[src/rtl/vdp_pkg.sv]
// Shared types for the VDP CPU port: port codes, queued VRAM operations and
// the VRAM access state machine encoding.
package vdp_pkg;

  localparam int unsigned VRAM_ADDR_W = 14;

  typedef enum logic [1:0] {
    VRAM_RD = 2'd0,
    VRAM_WR = 2'd1,
    REG_WR  = 2'd2,
    CRAM_WR = 2'd3
  } port_code_t;

  typedef enum logic {
    OP_WRITE    = 1'b0,
    OP_PREFETCH = 1'b1
  } op_kind_t;

  typedef struct packed {
    op_kind_t                 kind;
    logic [VRAM_ADDR_W-1:0]   addr;
    logic [7:0]               data;
  } fifo_entry_t;

  typedef enum logic [1:0] {
    ST_IDLE    = 2'd0,
    ST_WRITE   = 2'd1,
    ST_RD_ADDR = 2'd2,
    ST_RD_CAP  = 2'd3
  } vram_state_t;

endpackage

[src/rtl/vdp_port_fifo.sv]
// Synchronous FIFO of queued VRAM operations. Pushes while full and pops
// while empty are ignored; the caller decides what a dropped push means.
module vdp_port_fifo
  import vdp_pkg::*;
#(
  parameter int unsigned DEPTH = 4
) (
  input  logic                           clk,
  input  logic                           rst,
  input  logic                           i_push,
  input  fifo_entry_t                    i_din,
  input  logic                           i_pop,
  output fifo_entry_t                    o_dout,
  output logic                           o_full,
  output logic                           o_empty,
  output logic [$clog2(DEPTH+1)-1:0]     o_count
);

  localparam int unsigned AW = $clog2(DEPTH);
  localparam int unsigned CW = $clog2(DEPTH+1);

  fifo_entry_t   r_mem [DEPTH];
  logic [AW-1:0] r_wrPtr;
  logic [AW-1:0] r_rdPtr;
  logic [CW-1:0] r_count;
  logic          w_doPush;
  logic          w_doPop;

  assign o_full   = (r_count == CW'(DEPTH));
  assign o_empty  = (r_count == '0);
  assign o_count  = r_count;
  assign o_dout   = r_mem[r_rdPtr];
  assign w_doPush = i_push & ~o_full;
  assign w_doPop  = i_pop & ~o_empty;

  always_ff @(posedge clk or posedge rst) begin
    if (rst) begin
      r_wrPtr <= '0;
      r_rdPtr <= '0;
      r_count <= '0;
    end else begin
      if (w_doPush) r_wrPtr <= r_wrPtr + 1'b1;
      if (w_doPop)  r_rdPtr <= r_rdPtr + 1'b1;
      case ({w_doPush, w_doPop})
        2'b10:   r_count <= r_count + 1'b1;
        2'b01:   r_count <= r_count - 1'b1;
        default: r_count <= r_count;
      endcase
    end
  end

  // Storage needs no reset: only entries between the pointers are ever read.
  always_ff @(posedge clk) begin
    if (w_doPush) r_mem[r_wrPtr] <= i_din;
  end

endmodule

[src/rtl/vdp_cpu_port.sv]
// Z80-facing VDP port: decodes data/control accesses into queued VRAM
// writes/prefetches, CRAM writes and register writes; drives VRAM while granted.
module vdp_cpu_port
  import vdp_pkg::*;
#(
  parameter int unsigned FIFO_DEPTH = 4
) (
  input  logic                   clk,
  input  logic                   rst,
  input  logic                   cpuWr,
  input  logic                   cpuRd,
  input  logic                   cpuPortSel,
  input  logic [7:0]             cpuDin,
  output logic [7:0]             cpuDout,
  input  logic [7:0]             statusIn,
  output logic                   statusRead,
  input  logic                   vramGrant,
  output logic [VRAM_ADDR_W-1:0] vramAddr,
  output logic                   vramWe,
  output logic [7:0]             vramWrData,
  input  logic [7:0]             vramOut,
  output logic [4:0]             cramAddr,
  output logic [5:0]             cramData,
  output logic                   cramWe,
  output logic [3:0]             regAddr,
  output logic [7:0]             regData,
  output logic                   regWe,
  output logic                   fifoFull,
  output logic                   overflow,
  output logic                   prefetchBusy
);

  localparam int unsigned CW = $clog2(FIFO_DEPTH+1);

  logic [VRAM_ADDR_W-1:0] r_addr;
  port_code_t             r_code;
  logic [7:0]             r_addrLow;
  logic                   r_latch;
  logic [7:0]             r_readBuf;
  logic [CW-1:0]          r_pfCount;
  vram_state_t            r_state;

  logic                   w_wr;
  logic                   w_rd;
  logic                   w_ctrlWr2;
  logic                   w_dataWr;
  logic                   w_dataRd;
  port_code_t             w_newCode;
  logic [VRAM_ADDR_W-1:0] w_ctrlAddr;
  logic                   w_enq;
  logic                   w_push;
  logic                   w_pop;
  logic                   w_full;
  logic                   w_empty;
  logic [CW-1:0]          w_count;
  fifo_entry_t            w_enqEntry;
  fifo_entry_t            w_head;

  // A write wins over a simultaneous read.
  assign w_wr       = cpuWr;
  assign w_rd       = cpuRd & ~cpuWr;
  assign w_ctrlWr2  = w_wr & cpuPortSel & r_latch;
  assign w_dataWr   = w_wr & ~cpuPortSel;
  assign w_dataRd   = w_rd & ~cpuPortSel;
  assign w_newCode  = port_code_t'(cpuDin[7:6]);
  assign w_ctrlAddr = {cpuDin[5:0], r_addrLow};

  always_comb begin
    w_enq      = 1'b0;
    w_enqEntry = '{kind: OP_WRITE, addr: r_addr, data: cpuDin};
    if (w_ctrlWr2 && (w_newCode == VRAM_RD)) begin
      w_enq           = 1'b1;
      w_enqEntry.kind = OP_PREFETCH;
      w_enqEntry.addr = w_ctrlAddr;
    end else if (w_dataWr && (r_code != CRAM_WR)) begin
      w_enq = 1'b1;
    end else if (w_dataRd) begin
      w_enq           = 1'b1;
      w_enqEntry.kind = OP_PREFETCH;
    end
  end

  assign w_push       = w_enq & ~w_full;
  assign w_pop        = (r_state == ST_IDLE) & vramGrant & ~w_empty;
  assign fifoFull     = (w_count == CW'(FIFO_DEPTH));
  assign prefetchBusy = (r_pfCount != '0) || (r_state == ST_RD_ADDR) ||
                        (r_state == ST_RD_CAP);

  vdp_port_fifo #(
    .DEPTH (FIFO_DEPTH)
  ) u_fifo (
    .clk     (clk),
    .rst     (rst),
    .i_push  (w_push),
    .i_din   (w_enqEntry),
    .i_pop   (w_pop),
    .o_dout  (w_head),
    .o_full  (w_full),
    .o_empty (w_empty),
    .o_count (w_count)
  );

  always_ff @(posedge clk or posedge rst) begin
    if (rst) begin
      r_addr     <= '0;
      r_code     <= VRAM_RD;
      r_addrLow  <= '0;
      r_latch    <= 1'b0;
      r_readBuf  <= '0;
      cpuDout    <= '0;
      statusRead <= 1'b0;
      cramAddr   <= '0;
      cramData   <= '0;
      cramWe     <= 1'b0;
      regAddr    <= '0;
      regData    <= '0;
      regWe      <= 1'b0;
    end else begin
      statusRead <= 1'b0;
      cramWe     <= 1'b0;
      regWe      <= 1'b0;
      if (w_wr) begin
        if (cpuPortSel) begin
          if (!r_latch) begin
            r_addrLow <= cpuDin;
            r_latch   <= 1'b1;
          end else begin
            r_latch <= 1'b0;
            r_code  <= w_newCode;
            r_addr  <= (w_newCode == VRAM_RD) ? w_ctrlAddr + 1'b1 : w_ctrlAddr;
            if (w_newCode == REG_WR) begin
              regWe   <= 1'b1;
              regAddr <= cpuDin[3:0];
              regData <= r_addrLow;
            end
          end
        end else begin
          r_latch <= 1'b0;
          if (r_code == CRAM_WR) begin
            cramWe   <= 1'b1;
            cramAddr <= r_addr[4:0];
            cramData <= cpuDin[5:0];
          end
          r_readBuf <= cpuDin;
          r_addr    <= r_addr + 1'b1;
        end
      end else if (w_rd) begin
        r_latch <= 1'b0;
        if (cpuPortSel) begin
          cpuDout    <= statusIn;
          statusRead <= 1'b1;
        end else begin
          cpuDout <= r_readBuf;
          r_addr  <= r_addr + 1'b1;
        end
      end
      // Completed prefetch takes priority over a same-cycle CPU data write.
      if (r_state == ST_RD_CAP) r_readBuf <= vramOut;
    end
  end

  always_ff @(posedge clk or posedge rst) begin
    if (rst) begin
      r_pfCount <= '0;
      overflow  <= 1'b0;
    end else begin
      if (w_enq && w_full) overflow <= 1'b1;
      case ({w_push && (w_enqEntry.kind == OP_PREFETCH),
             w_pop && (w_head.kind == OP_PREFETCH)})
        2'b10:   r_pfCount <= r_pfCount + 1'b1;
        2'b01:   r_pfCount <= r_pfCount - 1'b1;
        default: r_pfCount <= r_pfCount;
      endcase
    end
  end

  always_ff @(posedge clk or posedge rst) begin
    if (rst) begin
      r_state    <= ST_IDLE;
      vramAddr   <= '0;
      vramWe     <= 1'b0;
      vramWrData <= '0;
    end else begin
      case (r_state)
        ST_IDLE: begin
          vramWe <= 1'b0;
          if (w_pop) begin
            vramAddr <= w_head.addr;
            if (w_head.kind == OP_WRITE) begin
              vramWe     <= 1'b1;
              vramWrData <= w_head.data;
              r_state    <= ST_WRITE;
            end else begin
              r_state <= ST_RD_ADDR;
            end
          end
        end
        ST_WRITE: begin
          vramWe  <= 1'b0;
          r_state <= ST_IDLE;
        end
        ST_RD_ADDR: r_state <= ST_RD_CAP;
        ST_RD_CAP:  r_state <= ST_IDLE;
        default:    r_state <= ST_IDLE;
      endcase
    end
  end

endmodule

[config.mk]
export PLATFORM = sky130hd
export DESIGN_NAME = vdp_cpu_port
export DESIGN_NICKNAME = d
export VERILOG_FILES = /design/src/rtl/vdp_pkg.sv /design/src/rtl/vdp_port_fifo.sv /design/src/rtl/vdp_cpu_port.sv
export SDC_FILE = /design/constraint.sdc
export NUM_CORES = 1
export LEC_CHECK = 0
export ABC_AREA = 1
export CORE_MARGIN = 1
export CORE_UTILIZATION = 40
export CTS_CLUSTER_DIAMETER = 120
export DETAILED_ROUTE_END_ITERATION = 7
export PLACE_DENSITY = 0.67
export SLEW_MARGIN = 40
export SYNTH_ARGS = -nofsm -noshare
export SYNTH_HDL_FRONTEND = slang
export SYNTH_SLANG_ARGS = --single-unit
[constraint.sdc]
create_clock -name clk -period 10.9 [get_ports clk]
set_clock_uncertainty 0.1 [all_clocks]
set_input_delay 2.725 -clock clk [delete_from_list [all_inputs] [get_ports clk]]
set_output_delay 2.725 -clock clk [all_outputs]
set_load 0.1 [all_outputs]
## Word-level counts from Yosys, hierarchy flattened

Memories as Yosys holds them, arrays and structs flattened.
Index checks and enable logic that the tools add are counted.
W data, S select, Z words.

- Flip-flop bits (word level): 103
- Bits in writable memories: 92
- Memories kept: 1
- Input port bits: 30
- Word-level logic and storage cells: 128
- Output and inout port bits: 60

Memory list:

| name | words | width | read ports | clocked after Yosys merged registers in | wr ports | line | RTL |
|---|---|---|---|---|---|---|---|
| u_fifo.r_mem | 4 | 23 | 1 | 0 | 1 | vdp_port_fifo.sv:22 | `fifo_entry_t r_mem [DEPTH];` |

- Add/sub/neg operators: 8
- Bitwise logic cells: 16
- Eq/ne operators: 15
- Reduce and logical (&&, ||, !) cells: 26
- Muxes and demuxes: 40

Operators by type and width:

| cell | number |
|---|---|
| $mux W14 | 7 |
| $mux W8 | 4 |
| $add A14 B1 Y14 const B | 2 |
| $mux W1 | 23 |
| $reduce_and A3 Y1 | 5 |
| $eq A2 B2 Y1 const B | 6 |
| $pmux W3 S2 | 2 |
| $and A1 B1 Y1 | 10 |
| $reduce_bool A2 Y1 | 5 |
| $add A3 B1 Y3 const B | 2 |
| $eq A2 B1 Y1 const B | 3 |
| $ne A2 B1 Y1 const B | 3 |
| $not A1 Y1 | 6 |
| $pmux W2 S3 | 1 |
| $reduce_and A2 Y1 | 3 |
| $sub A3 B1 Y3 const B | 2 |
| $logic_and A1 B1 Y1 | 5 |
| $add A2 B1 Y2 const B | 2 |
| $logic_not A2 Y1 | 2 |
| $mux W2 | 2 |
| $ne A2 B2 Y1 const B | 2 |
| $reduce_and A4 Y1 | 1 |
| $eq A3 B3 Y1 const B | 1 |
| $logic_not A3 Y1 | 1 |
| 4 further kinds | 5 |

## Depth between registers and ports, before layout

- Word-level depth: 10
- Gate-level depth with buffers: 13
- Mapped depth without buffers: 13

## Cells and area by module

A second synthesis with hierarchy kept.

- Cell total of the unflattened synthesis: 928
- Area total of the unflattened synthesis: 8898.5 µm²

By module, submodules not included:

| module | sequential area each (µm²) | cells each | area each (µm²) | instances |
|---|---|---|---|---|
| vdp_cpu_port | 2402.3 | 597 | 4768.3 | 1 |
| vdp_port_fifo | 2937.8 | 331 | 4130.2 | 1 |

## Worst setup path before layout

OpenSTA, ideal clock, no wires.

- Kind: reg-to-output
- Start: register u_fifo.r_count[0] (netlist: u_fifo.o_count[0])
- End: output fifoFull
- Data arrival time: 2556 ps
- Slack: 5519 ps
- Path buffers: 0
- Required time: 8075 ps
- Stages on the path, launching flop included: 2
- Cells stage by stage: dfrtp_1 nor3_1

- Longest elaborated chain between the ends: 1

Ends and longest elaborated chain:

| element | line | RTL |
|---|---|---|
| start, declared | vdp_port_fifo.sv:25 | `logic [CW-1:0] r_count;` |
| start signal, assigned | vdp_port_fifo.sv:45 | `2'b10: r_count <= r_count + 1'b1;` |
| start signal, assigned | vdp_port_fifo.sv:46 | `2'b01: r_count <= r_count - 1'b1;` |
| start signal, assigned | vdp_port_fifo.sv:47 | `default: r_count <= r_count;` |
| $eq A3 B3 Y1 | vdp_cpu_port.sv:85 | `assign fifoFull = (w_count == CW'(FIFO_DEPTH));` |
| end, declared | vdp_cpu_port.sv:28 | `output logic fifoFull,` |

No other way between the ends.

## Final worst setup path

- Start: input cpuPortSel
- End: register u_fifo.r_count[2] (netlist: u_fifo.o_count[2])

- Longest elaborated chain between the ends: 9
- Elaborated cells between the ends (all ways): 16
- Those cells by class: eq/ne: 2; mux: 4; bitwise: 7; reduce/logical: 3

Ends and longest elaborated chain:

| element | line | RTL |
|---|---|---|
| start, declared | vdp_cpu_port.sv:12 | `input logic cpuPortSel,` |
| $not A1 Y1 (no source line) | n/a |  |
| $and A1 B1 Y1, on equally long branches | vdp_cpu_port.sv:64, vdp_cpu_port.sv:63 |  |
| $mux W1 or $logic_and A1 B1 Y1 (tied branches) | vdp_cpu_port.sv:77, vdp_cpu_port.sv:75 |  |
| $mux W1 | vdp_cpu_port.sv:75 | `end else if (w_dataWr && (r_code != CRAM_WR)) begin` |
| $mux W1 * | vdp_cpu_port.sv:71 | `if (w_ctrlWr2 && (w_newCode == VRAM_RD)) begin` |
| $and A1 B1 Y1 * | vdp_cpu_port.sv:83 | `assign w_push = w_enq & ~w_full;` |
| $and A1 B1 Y1 * | vdp_port_fifo.sv:33 | `assign w_doPush = i_push & ~o_full;` |
| $eq A2 B1 Y1 or $eq A2 B2 Y1 (tied branches) | vdp_port_fifo.sv:44 | `case ({w_doPush, w_doPop})` |
| $pmux W3 S2 or $reduce_bool A2 Y1 (tied branches) | n/a |  |

Mark *: on every way between the ends. The rest lies on a longest branch, timed or not.
A chain may end at the register's enable or synchronous reset.

==> metrics.yaml <==
status: "complete, no violations"
synth.top_cell.area_share: 0.326
synthFlopType: "dfrtp_1"
power_frac_comb: 0.433
drv_cap: 0
synth.area.top_cells: "edfxtp_1 33%, dfrtp_1 30%, nand2_1 7.8%"
power.switching_mw: 1.44
async_reset_ff_frac: 0.528
wl_um: 19900
start_util: 0.413
worst-r2r-setup-slack_ns: 7.83
clk_latency_ns: 0.42
clock_power_share: 0.200
finalSetupTns_ns: 0
rows: 52
grt_max_degree: 66
crit_buf_inv: 2
drt-pass1-iter-count: 5
overflow: 0
cts_tree: "yes"
cts_root_buf: "clkbuf_16"
num_vias: 6299
pwr_density_cell_mw_per_mm2: 306
antenna_cells: 0
hold_violations: 0
clockBufferDepth: 2
min_period_ns: 5.48
critPathRequiredTime_ns: 11.10
max_slew_margin: 0.414
netlist_area_mm2: 0.00846
cts.sinks: 195
avgRoutedWirePerCell_um: 16.2
h-tree-depth: 4
syn_inst: 862
postRouteAntennaNets: 0
ys_ff_latch: 195
crit_start: "cpuPortSel"
die-area_mm2: 0.0217
hp-class: "flop to flop"
cts_made_buffers: 17
place_congestion: 0.940
drc_errors: 0
grt_pass1_vias: 6038
worst-endpoint-arrival_ns: 5.68
maxSlewViolCount: 0
hpwl_um: 13600
syn_nets: 902
worst_pin_slew_ns: 0.879
drt_iter0_markers: 574
cp_cell_sequence: "clkdlybuf4s50_1 > nand2_2 > nor2_4 > nand2_1 > o211ai_2 > nand2_4 > ha_1 > inv_1 > fa_1 > a21oi_1 > o21ai_0 > xor2_1"
post_cts_buffers: 0
final_nets: 985
holdWs_ns: 0.367
worstSetupPathDepth: 12
finalCritPeriodShare: 0.503
ys_seq_area_frac: 0.631
crit_path_max_fanout: 29
grt_first_pass_wirelength_um: 32200
max_freq_mhz: 182
synth_top_area_cell: "edfxtp_1"
critical_path_class: "input port to flop"
endpoint: "u_fifo.o_count[2]$_DFFE_PP0P_"
portBuffers: 89
swShare: 0.479
viasPerCell: 5.13
power.internal_mw: 1.57
slowest_delay_ns: 0.59
layout-drive-gt1-share: 0.130
setup_viol: 0
reg2regPathDepth: 11
ys_types: 37
p_seq_frac: 0.367
power_leakage_nw: 4.15
syn_to_final_growth_pct: 16.6
cts_resized: 0
rsz0062_at_grt: "no"
path_clk_slew_ns: 0.07
ir_drop_v: 0.000262
die_y_um: 147
core_area_mm2: 0.0205
worst_setup_path_end_kind: "flop"
ios: 90
synth_area_per_cell_um2: 9.82
die_x_um: 147
start_kind: "input port"
antenna_found_initial: 0
critPathSlowestCell: "nand2_1"
yosysWarnings: 0
grt.total_usage: 0.192
synth_edf_count: 92
cpLargestDelayFamily: "simple AND/OR/NAND/NOR gates"
r2r_end: "r_pfCount[2]$_DFFE_PP0P_"
ctsHoldBuffers: 0
regToRegStartpoint: "u_fifo.r_rdPtr[1]$_DFFE_PP0P_"
per-layer routing:
layer / up-vias / share of wire / track usage
li1: 3058 / - / -
met1: 3010 / 0.45 / 0.261
met2: 210 / 0.48 / 0.309
met3: 21 / 0.063 / 0.0420
met4: 0 / 0.014 / 0.0552
met5: - / 0 / 0
worst min path at each step:
stage	startpoint	endpoint	slack (ns)	cells past startpoint
2_1_floorplan	r_pfCount[0]$_DFFE_PP0P_	r_pfCount[0]$_DFFE_PP0P_	0.34	1
3_3_place_gp	vramWrData[3]$_DFFE_PP0P_	vramWrData[3]$_DFFE_PP0P_	0.35	2
3_5_place_dp	vramWrData[3]$_DFFE_PP0P_	vramWrData[3]$_DFFE_PP0P_	0.35	2
4_1_cts	r_pfCount[0]$_DFFE_PP0P_	r_pfCount[0]$_DFFE_PP0P_	0.37	1
5_1_grt	vramWrData[2]$_DFFE_PP0P_	vramWrData[2]$_DFFE_PP0P_	0.39	2
6_report	r_pfCount[0]$_DFFE_PP0P_	r_pfCount[0]$_DFFE_PP0P_	0.37	1
flip-flops by register name, indices dropped and copies added, names as in the netlist:
signal,cells
statusRead,1
cramData,6
cpuDout,8
vramWe,1
regAddr,4
r_addrLow,8
vramWrData,8
r_addr,14
r_state,2
cramAddr,5
u_fifo.r_wrPtr,2
cramWe,1
r_readBuf,8
r_pfCount,3
regWe,1
u_fifo.r_mem,92
u_fifo.r_rdPtr,2
r_code,2
overflow,1
u_fifo.o_count,3
vramAddr,14
r_latch,1
regData,8
power by group through the flow:
stage,Combinational (mW),Clock (mW),Sequential [mW]
after floorplan,0.482,0,1.67
after global placement,1.37,0,1.12
after detailed placement,1.31,0,1.12
after CTS,1.32,0.612,1.11
after global routing,1.41,0.641,1.13
final,1.31,0.602,1.11
per-stage QoR:
step	instance area [um^2]	setup WS (ns)	power, mW	std cells	utilization
floorplan	8460	5.37	2.16	862	-
finish	9870	5.42	3.02	1228	0.482
global route	9870	5.13	3.18	1228	0.482
global placement	9590	4.91	2.49	1195	0.468
detailed placement	9300	5.00	2.43	1196	0.454
CTS	9870	5.42	3.04	1228	0.481
cells by family (layout without fill, tap and decap cells):
| kind of cell | after synthesis | after routing | share of synthesized area |
|---|---|---|---|
| AOI/OAI and AO/OA | 163 | 163 | 0.109 |
| xor gates and xnor gates | 7 | 7 | 0.00724 |
| adders and majority gates | 10 | 10 | 0.0166 |
| buffers and inverters | 94 | 190 | 0.0467 |
| DFF | 195 | 195 | 0.631 |
| and+or+nand+nor | 393 | 393 | 0.190 |
synth_stat cells (2+ instances only):
cell type and instances:
nand4_1 5, xor2_1 5, buf_6 3, dfrtp_1 103, nor2_1 145, ha_1 8, clkbuf_2 2, nand3_1 49
fa_1 2, or2_2 3, a31oi_1 14, nand2_2 3, inv_2 5, o21ai_0 101, nor3_1 5, a21oi_2 8
o22ai_1 8, buf_2 14, nand2_1 177, nand3b_1 2, clkbuf_1 12, inv_1 57, xnor2_1 2, edfxtp_1 92
a21oi_1 19, o311ai_0 7
cell usage in the layout (no fill, tap or decap), drive strengths merged:
master	count
a21o	1
a21oi	27
a22oi	1
a31oi	14
a32o	1
buf	67
bufinv	1
clkbuf	22
clkdlybuf4s50	29
clkinv	4
clkinvlp	2
dfrtp	103
edfxtp	92
fa	2
ha	8
inv	65
nand2	181
nand3	49
nand3b	2
nand4	5
nor2	147
nor3	6
o211ai	1
o21a	1
o21ai	102
o22ai	8
o311ai	7
or2	3
xnor2	2
xor2	5
area by class of cell:
cell class / instances / area, um^2
Clock buffer: 22 / 465
Clock inverter: 10 / 100
Fill cell: 1927 / 10600
Inverter: 62 / 235
Multi-Input combinational cell: 573 / 2740
Sequential cell: 195 / 5340
Tap cell: 270 / 338
Timing Repair Buffer: 96 / 647
worst register-to-register path: stages (launching register included):
cell and delay (ns):
dfrtp_2 0.59, inv_1 0.69, a21oi_1 0.11, a32o_1 0.38
nor2_1 0.15, ha_1 0.15, inv_1 0.06, fa_1 0.38
nor2_1 0.12, nor2_1 0.05, nand2_1 0.06, xor2_1 0.14
No activity file was read; power rests on OpenSTA's default activity.
